===== config.mk =====
export PLATFORM = sky130hd
export DESIGN_NAME = sram_req_arbiter_flat
export DESIGN_NICKNAME = d
export VERILOG_FILES = /design/src/rtl/sram_req_arbiter_if.sv /design/src/rtl/sram_req_arbiter.sv /design/src/flat_wrapper.sv
export SDC_FILE = /design/constraint.sdc
export NUM_CORES = 1
export LEC_CHECK = 0
export ABC_AREA = 1
export ABC_CLOCK_PERIOD_IN_PS = 3300
export CORE_AREA = 2 2 126 128
export DETAILED_ROUTE_END_ITERATION = 10
export DIE_AREA = 0 0 128 130
export SLEW_MARGIN = 20
export SYNTH_ARGS = -nofsm -noshare
export SYNTH_HDL_FRONTEND = slang
export SYNTH_SLANG_ARGS = --single-unit

===== constraint.sdc =====
create_clock -name clk -period 3.3 [get_ports clk]
set_input_delay 0.66 -clock clk [delete_from_list [all_inputs] [get_ports clk]]
set_output_delay 0.66 -clock clk [all_outputs]
set_load 0.02 [all_outputs]

===== src/rtl/sram_req_arbiter_if.sv =====
// ---------------------------------------------------------------------------
// sram_req_arbiter_if
//   One SRAM-like request/response port: address phase (req/addr_ok) and
//   in-order data phase (data_ok/rdata).
//   master modport: the side that issues requests (drives req and payload).
//   slave  modport: the side that accepts requests (drives addr_ok/data_ok/rdata).
// Signals
//   req      1   request valid, held until addr_ok
//   wr       1   write request
//   size     2   0=byte 1=half 2=word
//   wstrb    4   byte strobes
//   addr     32  request address
//   wdata    32  write data
//   addr_ok  1   request accepted this cycle
//   data_ok  1   response valid this cycle
//   rdata    32  read data
// ---------------------------------------------------------------------------
interface sram_req_arbiter_if;
  logic        req;
  logic        wr;
  logic [1:0]  size;
  logic [3:0]  wstrb;
  logic [31:0] addr;
  logic [31:0] wdata;
  logic        addr_ok;
  logic        data_ok;
  logic [31:0] rdata;

  modport master (
    output req, wr, size, wstrb, addr, wdata,
    input  addr_ok, data_ok, rdata
  );

  modport slave (
    input  req, wr, size, wstrb, addr, wdata,
    output addr_ok, data_ok, rdata
  );
endinterface


===== src/rtl/sram_req_arbiter.sv =====
// ---------------------------------------------------------------------------
// sram_req_arbiter
//   Shares one SRAM-like slave port between the instruction-fetch requester
//   and the data (load/store) requester. Address-phase requests are
//   arbitrated with data winning ties; the owner of each accepted request is
//   queued so that in-order slave responses are steered back to the right
//   requester with zero latency.
// Parameters
//   MAX_OUT   max accepted-but-unanswered requests (owner queue depth, 1..8)
// Ports
//   clk       in   clock, all state updates on rising edge
//   resetn    in   synchronous reset, active low
//   inst      slave  instruction-fetch requester port
//   data      slave  data requester port
//   s         master shared downstream slave port
//   resp_err  out  sticky: slave response seen with nothing outstanding
// ---------------------------------------------------------------------------
module sram_req_arbiter #(
  parameter int MAX_OUT = 2
) (
  input  logic               clk,
  input  logic               resetn,
  sram_req_arbiter_if.slave  inst,
  sram_req_arbiter_if.slave  data,
  sram_req_arbiter_if.master s,
  output logic               resp_err
);

  localparam int PTR_W = (MAX_OUT > 1) ? $clog2(MAX_OUT) : 1;
  localparam int CNT_W = $clog2(MAX_OUT + 1);
  localparam logic [PTR_W-1:0] PTR_LAST = PTR_W'(MAX_OUT - 1);
  localparam logic [CNT_W-1:0] CNT_FULL = CNT_W'(MAX_OUT);

  // The locked states remember which requester holds the slave request
  // while the slave is stalling it, so the request stays stable.
  typedef enum logic [1:0] {
    UNLOCKED    = 2'd0,
    LOCKED_INST = 2'd1,
    LOCKED_DATA = 2'd2
  } lock_state_t;

  lock_state_t lock_reg, lock_next;

  logic [PTR_W-1:0]   wr_ptr_reg, wr_ptr_next;
  logic [PTR_W-1:0]   rd_ptr_reg, rd_ptr_next;
  logic [CNT_W-1:0]   count_reg, count_next;
  logic [MAX_OUT-1:0] owner_reg, owner_next;  // 1 = DATA owns that slot
  logic [MAX_OUT-1:0] head_sel;
  logic               resp_err_reg, resp_err_next;

  logic grant_inst;
  logic grant_data;
  logic full;
  logic has_out;
  logic s_req_int;
  logic handshake;
  logic push;
  logic pop;
  logic head_is_data;

  function automatic logic [PTR_W-1:0] ptr_inc(input logic [PTR_W-1:0] p);
    return (p == PTR_LAST) ? '0 : p + 1'b1;
  endfunction

  // -------------------------------------------------------------------------
  // Grant: a stalled owner keeps the port as long as it still requests;
  // otherwise data has priority over instruction fetch.
  // -------------------------------------------------------------------------
  always_comb begin
    grant_inst = 1'b0;
    grant_data = 1'b0;
    if (lock_reg == LOCKED_INST && inst.req) begin
      grant_inst = 1'b1;
    end else if (lock_reg == LOCKED_DATA && data.req) begin
      grant_data = 1'b1;
    end else if (data.req) begin
      grant_data = 1'b1;
    end else if (inst.req) begin
      grant_inst = 1'b1;
    end
  end

  // Full uses the registered count: a response arriving this cycle does
  // not free a slot until the next one.
  assign full      = (count_reg == CNT_FULL);
  assign has_out   = (count_reg != '0);
  assign s_req_int = (grant_inst | grant_data) & ~full;
  assign handshake = s_req_int & s.addr_ok;
  assign push      = handshake;
  assign pop       = s.data_ok & has_out;

  // -------------------------------------------------------------------------
  // Slave request payload, muxed from the winner; zero when nobody wins.
  // -------------------------------------------------------------------------
  always_comb begin
    s.req   = s_req_int;
    s.wr    = 1'b0;
    s.size  = 2'd0;
    s.wstrb = 4'd0;
    s.addr  = 32'd0;
    s.wdata = 32'd0;
    if (grant_data) begin
      s.wr    = data.wr;
      s.size  = data.size;
      s.wstrb = data.wstrb;
      s.addr  = data.addr;
      s.wdata = data.wdata;
    end else if (grant_inst) begin
      s.wr    = inst.wr;
      s.size  = inst.size;
      s.wstrb = inst.wstrb;
      s.addr  = inst.addr;
      s.wdata = inst.wdata;
    end
  end

  assign inst.addr_ok = grant_inst & handshake;
  assign data.addr_ok = grant_data & handshake;

  // -------------------------------------------------------------------------
  // Owner queue storage: one bit per slot, written at the write pointer on
  // an address handshake; the head bit is selected by the read pointer.
  // -------------------------------------------------------------------------
  genvar gi;
  generate
    for (gi = 0; gi < MAX_OUT; gi++) begin : g_owner
      assign owner_next[gi] = (push && (wr_ptr_reg == PTR_W'(gi))) ? grant_data
                                                                    : owner_reg[gi];
      assign head_sel[gi]   = owner_reg[gi] & (rd_ptr_reg == PTR_W'(gi));
    end
  endgenerate

  assign head_is_data = |head_sel;

  // -------------------------------------------------------------------------
  // Response routing: zero latency, both rdata buses follow the slave.
  // -------------------------------------------------------------------------
  assign inst.data_ok = pop & ~head_is_data;
  assign data.data_ok = pop & head_is_data;
  assign inst.rdata   = s.rdata;
  assign data.rdata   = s.rdata;

  // -------------------------------------------------------------------------
  // Lock FSM next state
  // -------------------------------------------------------------------------
  always_comb begin
    lock_next = lock_reg;
    case (lock_reg)
      UNLOCKED: begin
        if (s_req_int && !s.addr_ok) begin
          lock_next = grant_data ? LOCKED_DATA : LOCKED_INST;
        end
      end
      LOCKED_INST: begin
        if (handshake || !inst.req) begin
          lock_next = UNLOCKED;
        end
      end
      LOCKED_DATA: begin
        if (handshake || !data.req) begin
          lock_next = UNLOCKED;
        end
      end
      default: lock_next = UNLOCKED;
    endcase
  end

  // -------------------------------------------------------------------------
  // Queue pointer / occupancy / error next state
  // -------------------------------------------------------------------------
  always_comb begin
    wr_ptr_next   = push ? ptr_inc(wr_ptr_reg) : wr_ptr_reg;
    rd_ptr_next   = pop  ? ptr_inc(rd_ptr_reg) : rd_ptr_reg;
    count_next    = count_reg;
    case ({push, pop})
      2'b10:   count_next = count_reg + 1'b1;
      2'b01:   count_next = count_reg - 1'b1;
      default: count_next = count_reg;
    endcase
    // A response with nothing outstanding is dropped and flagged.
    resp_err_next = resp_err_reg | (s.data_ok & ~has_out);
  end

  always_ff @(posedge clk) begin
    if (!resetn) begin
      lock_reg     <= UNLOCKED;
      wr_ptr_reg   <= '0;
      rd_ptr_reg   <= '0;
      count_reg    <= '0;
      owner_reg    <= '0;
      resp_err_reg <= 1'b0;
    end else begin
      lock_reg     <= lock_next;
      wr_ptr_reg   <= wr_ptr_next;
      rd_ptr_reg   <= rd_ptr_next;
      count_reg    <= count_next;
      owner_reg    <= owner_next;
      resp_err_reg <= resp_err_next;
    end
  end

  assign resp_err = resp_err_reg;

endmodule

===== src/flat_wrapper.sv =====
// flat-port wrapper written by rule: the top's interface ports become plain ports
module sram_req_arbiter_flat 
#(
  parameter int MAX_OUT = 2
)
  (clk, resetn, resp_err, inst_req, inst_wr, inst_size, inst_wstrb, inst_addr, inst_wdata, inst_addr_ok, inst_data_ok, inst_rdata, data_req, data_wr, data_size, data_wstrb, data_addr, data_wdata, data_addr_ok, data_data_ok, data_rdata, s_req, s_wr, s_size, s_wstrb, s_addr, s_wdata, s_addr_ok, s_data_ok, s_rdata);
  sram_req_arbiter_if inst_i ();
  sram_req_arbiter_if data_i ();
  sram_req_arbiter_if s_i ();
  input  logic clk;
  input  logic resetn;
  output logic resp_err;
  input wire logic [$bits(inst_i.req)-1:0] inst_req;
  input wire logic [$bits(inst_i.wr)-1:0] inst_wr;
  input wire logic [$bits(inst_i.size)-1:0] inst_size;
  input wire logic [$bits(inst_i.wstrb)-1:0] inst_wstrb;
  input wire logic [$bits(inst_i.addr)-1:0] inst_addr;
  input wire logic [$bits(inst_i.wdata)-1:0] inst_wdata;
  output wire logic [$bits(inst_i.addr_ok)-1:0] inst_addr_ok;
  output wire logic [$bits(inst_i.data_ok)-1:0] inst_data_ok;
  output wire logic [$bits(inst_i.rdata)-1:0] inst_rdata;
  input wire logic [$bits(data_i.req)-1:0] data_req;
  input wire logic [$bits(data_i.wr)-1:0] data_wr;
  input wire logic [$bits(data_i.size)-1:0] data_size;
  input wire logic [$bits(data_i.wstrb)-1:0] data_wstrb;
  input wire logic [$bits(data_i.addr)-1:0] data_addr;
  input wire logic [$bits(data_i.wdata)-1:0] data_wdata;
  output wire logic [$bits(data_i.addr_ok)-1:0] data_addr_ok;
  output wire logic [$bits(data_i.data_ok)-1:0] data_data_ok;
  output wire logic [$bits(data_i.rdata)-1:0] data_rdata;
  output wire logic [$bits(s_i.req)-1:0] s_req;
  output wire logic [$bits(s_i.wr)-1:0] s_wr;
  output wire logic [$bits(s_i.size)-1:0] s_size;
  output wire logic [$bits(s_i.wstrb)-1:0] s_wstrb;
  output wire logic [$bits(s_i.addr)-1:0] s_addr;
  output wire logic [$bits(s_i.wdata)-1:0] s_wdata;
  input wire logic [$bits(s_i.addr_ok)-1:0] s_addr_ok;
  input wire logic [$bits(s_i.data_ok)-1:0] s_data_ok;
  input wire logic [$bits(s_i.rdata)-1:0] s_rdata;
  assign inst_i.req = inst_req;
  assign inst_i.wr = inst_wr;
  assign inst_i.size = inst_size;
  assign inst_i.wstrb = inst_wstrb;
  assign inst_i.addr = inst_addr;
  assign inst_i.wdata = inst_wdata;
  assign inst_addr_ok = inst_i.addr_ok;
  assign inst_data_ok = inst_i.data_ok;
  assign inst_rdata = inst_i.rdata;
  assign data_i.req = data_req;
  assign data_i.wr = data_wr;
  assign data_i.size = data_size;
  assign data_i.wstrb = data_wstrb;
  assign data_i.addr = data_addr;
  assign data_i.wdata = data_wdata;
  assign data_addr_ok = data_i.addr_ok;
  assign data_data_ok = data_i.data_ok;
  assign data_rdata = data_i.rdata;
  assign s_req = s_i.req;
  assign s_wr = s_i.wr;
  assign s_size = s_i.size;
  assign s_wstrb = s_i.wstrb;
  assign s_addr = s_i.addr;
  assign s_wdata = s_i.wdata;
  assign s_i.addr_ok = s_addr_ok;
  assign s_i.data_ok = s_data_ok;
  assign s_i.rdata = s_rdata;
  sram_req_arbiter #(.MAX_OUT(MAX_OUT)) u_core (.clk(clk), .resetn(resetn), .inst(inst_i), .data(data_i), .s(s_i), .resp_err(resp_err));
endmodule

==> results.txt, run 1 <==
----------------------------------------------------
[Outcome]
  Outcome ... finished, final reports clean

[Global routing]
  Total Routing Usage GR ... 9.675%
  Maximum number of pins on one net before global-route repair ... 75
  Via count of the first global-routing pass ... 2,618
  Antenna violations before repair ... 0
  First-pass GRT wire length ... 13,280 um
  Global route overflow ... 0

[Synth]
  Number of instances in the synthesized netlist ... 380
  Dominant combinational cell family by area after synthesis ... simple AND/OR/NAND/NOR gates
  Mux contribution to synthesized area ... 0%
  Simple-gate portion of the synthesized area ... 53.23%
  Ys async rst share ... 0%
  Share of the synthesized area in compound gates (AO/OA/AOI/OAI) ... 3.781%
  Post-synthesis xor/xnor area fraction ... 0.4072%
  Sequential fraction of the synthesis area ... 8.377%
  Post-synth EDFFs ... 0
  Nets in the synthesized netlist ... 561
  Mean area per synthesized cell ... 5.660 um^2
  Synthesized-area fraction occupied by adder cells ... 0.5817%
  Area fraction of the dominant cell type after synthesis ... 34.44%
  Total of flip-flops plus latches after synthesis ... 9
  Library cell occupying the most area in the post-synthesis netlist ... nand3_1
  Dominant register cell in the synthesized netlist ... dfxtp_1
  Netlist cell types ... 22
  Warning count from the yosys run ... 0
  Mapped cell area ... 2151 um^2
  Top cells by area, synth ... nand3_1 (34%), buf_4 (22%), nand2_1 (14%)

[Placement]
  Port-buffer cells ... 224
  Placed insts ... 707
  Routability congestion estimate from global placement ... 0.7470
  DPL Wire Length ... 6811 um
  DP Area ... 4036 um^2

[Drt]
  Residual DRC ... 0
  Via count ... 2,946
  1st-iter DRT viols ... 81
  Final ANT Viol Nets ... 0
  Detailed-router iteration count before antenna repair ... 4
  Routed wire length ... 9033 um
  Routed vias/inst ... 4.143
  Average wire length per cell after detail routing ... 12.70 um

[CTS]
  Setup bufs post-CTS ... 0
  CTS clock-pin slew for the worst setup and hold paths ... 0.04 ns
  TritonCTS sink count ... 9
  Number of hold buffers added after cts ... 0
  Inserted Clock Buffers ... 3
  Clock tree from TritonCTS ... done
  Cell at the root of the clock tree ... clkbuf_16
  CTS-repair resized insts ... 0
  H-tree depth ... 1
  CTS Buffer Depth ... 2
  Clock latency on the worst-skew pair ... 0.23 ns

[Critical path]
  Category of the most critical setup path ... in2out
  Peak fanout along the critical path ... 41
  Kind of end point of the critical path ... output port
  Critical Path Source Type ... primary input
  CP bufs+invs ... 3
  Worst path cell trace ... buf_2 -> nand3_4 -> buf_4 -> nand3_1 -> nand2_1 -> clkdlybuf4s50_1
  Family of cells with the greatest summed delay on the critical path ... buffers and inverters
  Total stage count of the critical path ... 6
  Required time at the endpoint of the critical path ... 2.64 ns
  Cell at the slowest stage of the critical path ... clkdlybuf4s50_1
  Largest incremental delay on the critical path ... 0.65 ns
  Length in cells of the worst reg-to-reg path ... 8
  Data arrival time at the worst-slack endpoint ... 2.15 ns

[Final layout]
  Non-filler instance count after layout ... 711
  Syn-to-layout area delta ... 91.33%
  Number of antenna repair diodes ... 0
  Post-route cell area ... 4115 um^2
  Final core utilization ... 26.68%
  Net total in the final layout ... 701
  Fraction of final layout cells sized beyond drive strength 1 ... 3.854%

[Timing]
  Total negative slack for setup checks ... 0 ns
  Slew HR ... 71.18%
  Max Slew Vio Count ... 0
  Clock period minus worst slack ... 2.810 ns
  Worst slew pin tran ... 0.4324 ns
  Hold Fails Final Rpt ... 0
  Max Clock Skew ... 0.0005148 ns
  Unrepaired setup endpoints after global routing ... no
  Maximum clock rate ... 355.8 MHz
  Hold Worst Slack ... 0.4646 ns
  Crit share post-route ... 85.16%
  Final count of negative-setup-slack endpoints ... 0

[Die]
  Vertical extent of the die ... 130 um
  Number of placement rows ... 46
  Io pins ... 321
  Horizontal extent of the die ... 128 um
  Area of the die ... 16,640 um^2
  Initial core utilization ... 13.94%
  Area of the core ... 15,420 um^2

[Hold path]
  Worst hold path class ... reg2reg
  Hold path cells ... 2

[Flow run]
  Number of max-cap violations ... 0

[Power]
  Power density over cell area ... 257.1 nW/um^2
  Max rail drop VDD ... 0.1564 mV
  Leakage power summed over all cells ... 0.001773 uW

----------------------------------------------------
area by class of cell:
type	instances	area (um^2)
multi-input combinational	261	1247
timing repair buffer	230	2312
clock buffer	4	78.83
inverter	15	56.30
tap	192	240.2
sequential	9	180.2
fill	1694	11310
Yosys cell counts (3+ instances only):
cell	number
dfxtp_1	9
nand2_1	81
nand3_1	148
o21ai_0	3
o21ai_1	5
inv_1	13
buf_4	64
nor2_1	8
a21oi_1	7
buf_6	9
clkbuf_1	11
buf_1	9
cells by family (layout without fill, tap and decap cells):
group           count (synthesis)  after routing
compound gates                 16             16
xor+xnor                        1              1
fa+ha+maj                       1              1
buf+inv                       110            249
flops                           9              9
simple gates                  243            243
cell usage in the layout (no fill, tap or decap), drive strengths merged:
cell type        n
dfxtp            9
xor2             1
a21oi            7
buf              9
nand2           83
inv             15
ha               1
clkbuf           4
clkdlybuf4s50  221
o21ai            8
nand3          150
a31oi            1
nor2            10
worst reg2reg max path: stages, from the launching register on:
cell and delay [ns]:
dfxtp_1 0.40, inv_1 0.07, nand2_1 0.15, nand3_4 0.17, ha_1 0.31, inv_1 0.08, nand2_1 0.07, o21ai_0 0.16
a21oi_1 0.05
final timing paths:
| check | slack [ns] | start | to |
|---|---|---|---|
| worst min register to register | 0.46 | u_core.resp_err$_SDFF_PN0_ | u_core.resp_err$_SDFF_PN0_ |
| worst min-delay path | 0.46 | u_core.resp_err$_SDFF_PN0_ | u_core.resp_err$_SDFF_PN0_ |
| worst max-delay path | 0.49 | inst_req | s_wr |
| worst max register to register | 1.73 | u_core.count_reg[0]$_SDFFE_PN0P_ | u_core.count_reg[1]$_SDFFE_PN0P_ |
metrics by stage:
stage	total power, uW	setup WS (ns)
6_report	1058	0.4898
5_1_grt	1131	0.3380
4_1_cts	1069	0.4314
3_5_place_dp	853.1	0.4401
3_3_place_gp	851.5	0.4479
2_1_floorplan	583.5	1.242
metal layers:
layer | part of all wire, % | wire length (um) | global-route usage (%) | vias up
li1 | - | - | - | 1479
met1 | 41 | 3665 | 11.48 | 1275
met2 | 47 | 4253 | 16.83 | 159
met3 | 9.6 | 868 | 2.788 | 33
met4 | 2.7 | 246 | 3.232 | 0
met5 | 0 | 0 | 0 | -
power by group:
part / leakage [uW] / internal (uW) / total (uW) / switching (uW)
clock: 0.0000382 / 161 / 213 / 51.7
sequential: 0.0000741 / 128 / 143 / 15.5
combinational: 0.00166 / 373 / 702 / 329
total: 0.00177 / 662 / 1060 / 396
No activity file was read; power rests on OpenSTA's default activity.
==> inputs of run 2 (changes only) <==
--- a/config.mk
+++ b/config.mk
@@ -10,7 +10,6 @@
 export CORE_AREA = 2 2 126 128
 export DETAILED_ROUTE_END_ITERATION = 10
 export DIE_AREA = 0 0 128 130
-export SLEW_MARGIN = 20
 export SYNTH_ARGS = -nofsm -noshare
 export SYNTH_HDL_FRONTEND = slang
 export SYNTH_SLANG_ARGS = --single-unit
==> results of run 2 <==
No change in the layout: final DEF, timing and power equal those of run 1.
==> inputs of run 3 (changes only) <==
--- a/config.mk
+++ b/config.mk
@@ -6,7 +6,6 @@
 export NUM_CORES = 1
 export LEC_CHECK = 0
 export ABC_AREA = 1
-export ABC_CLOCK_PERIOD_IN_PS = 3300
 export CORE_AREA = 2 2 126 128
 export DETAILED_ROUTE_END_ITERATION = 10
 export DIE_AREA = 0 0 128 130
==> results of run 3 <==
No change in the layout: final DEF, timing and power equal those of run 1.
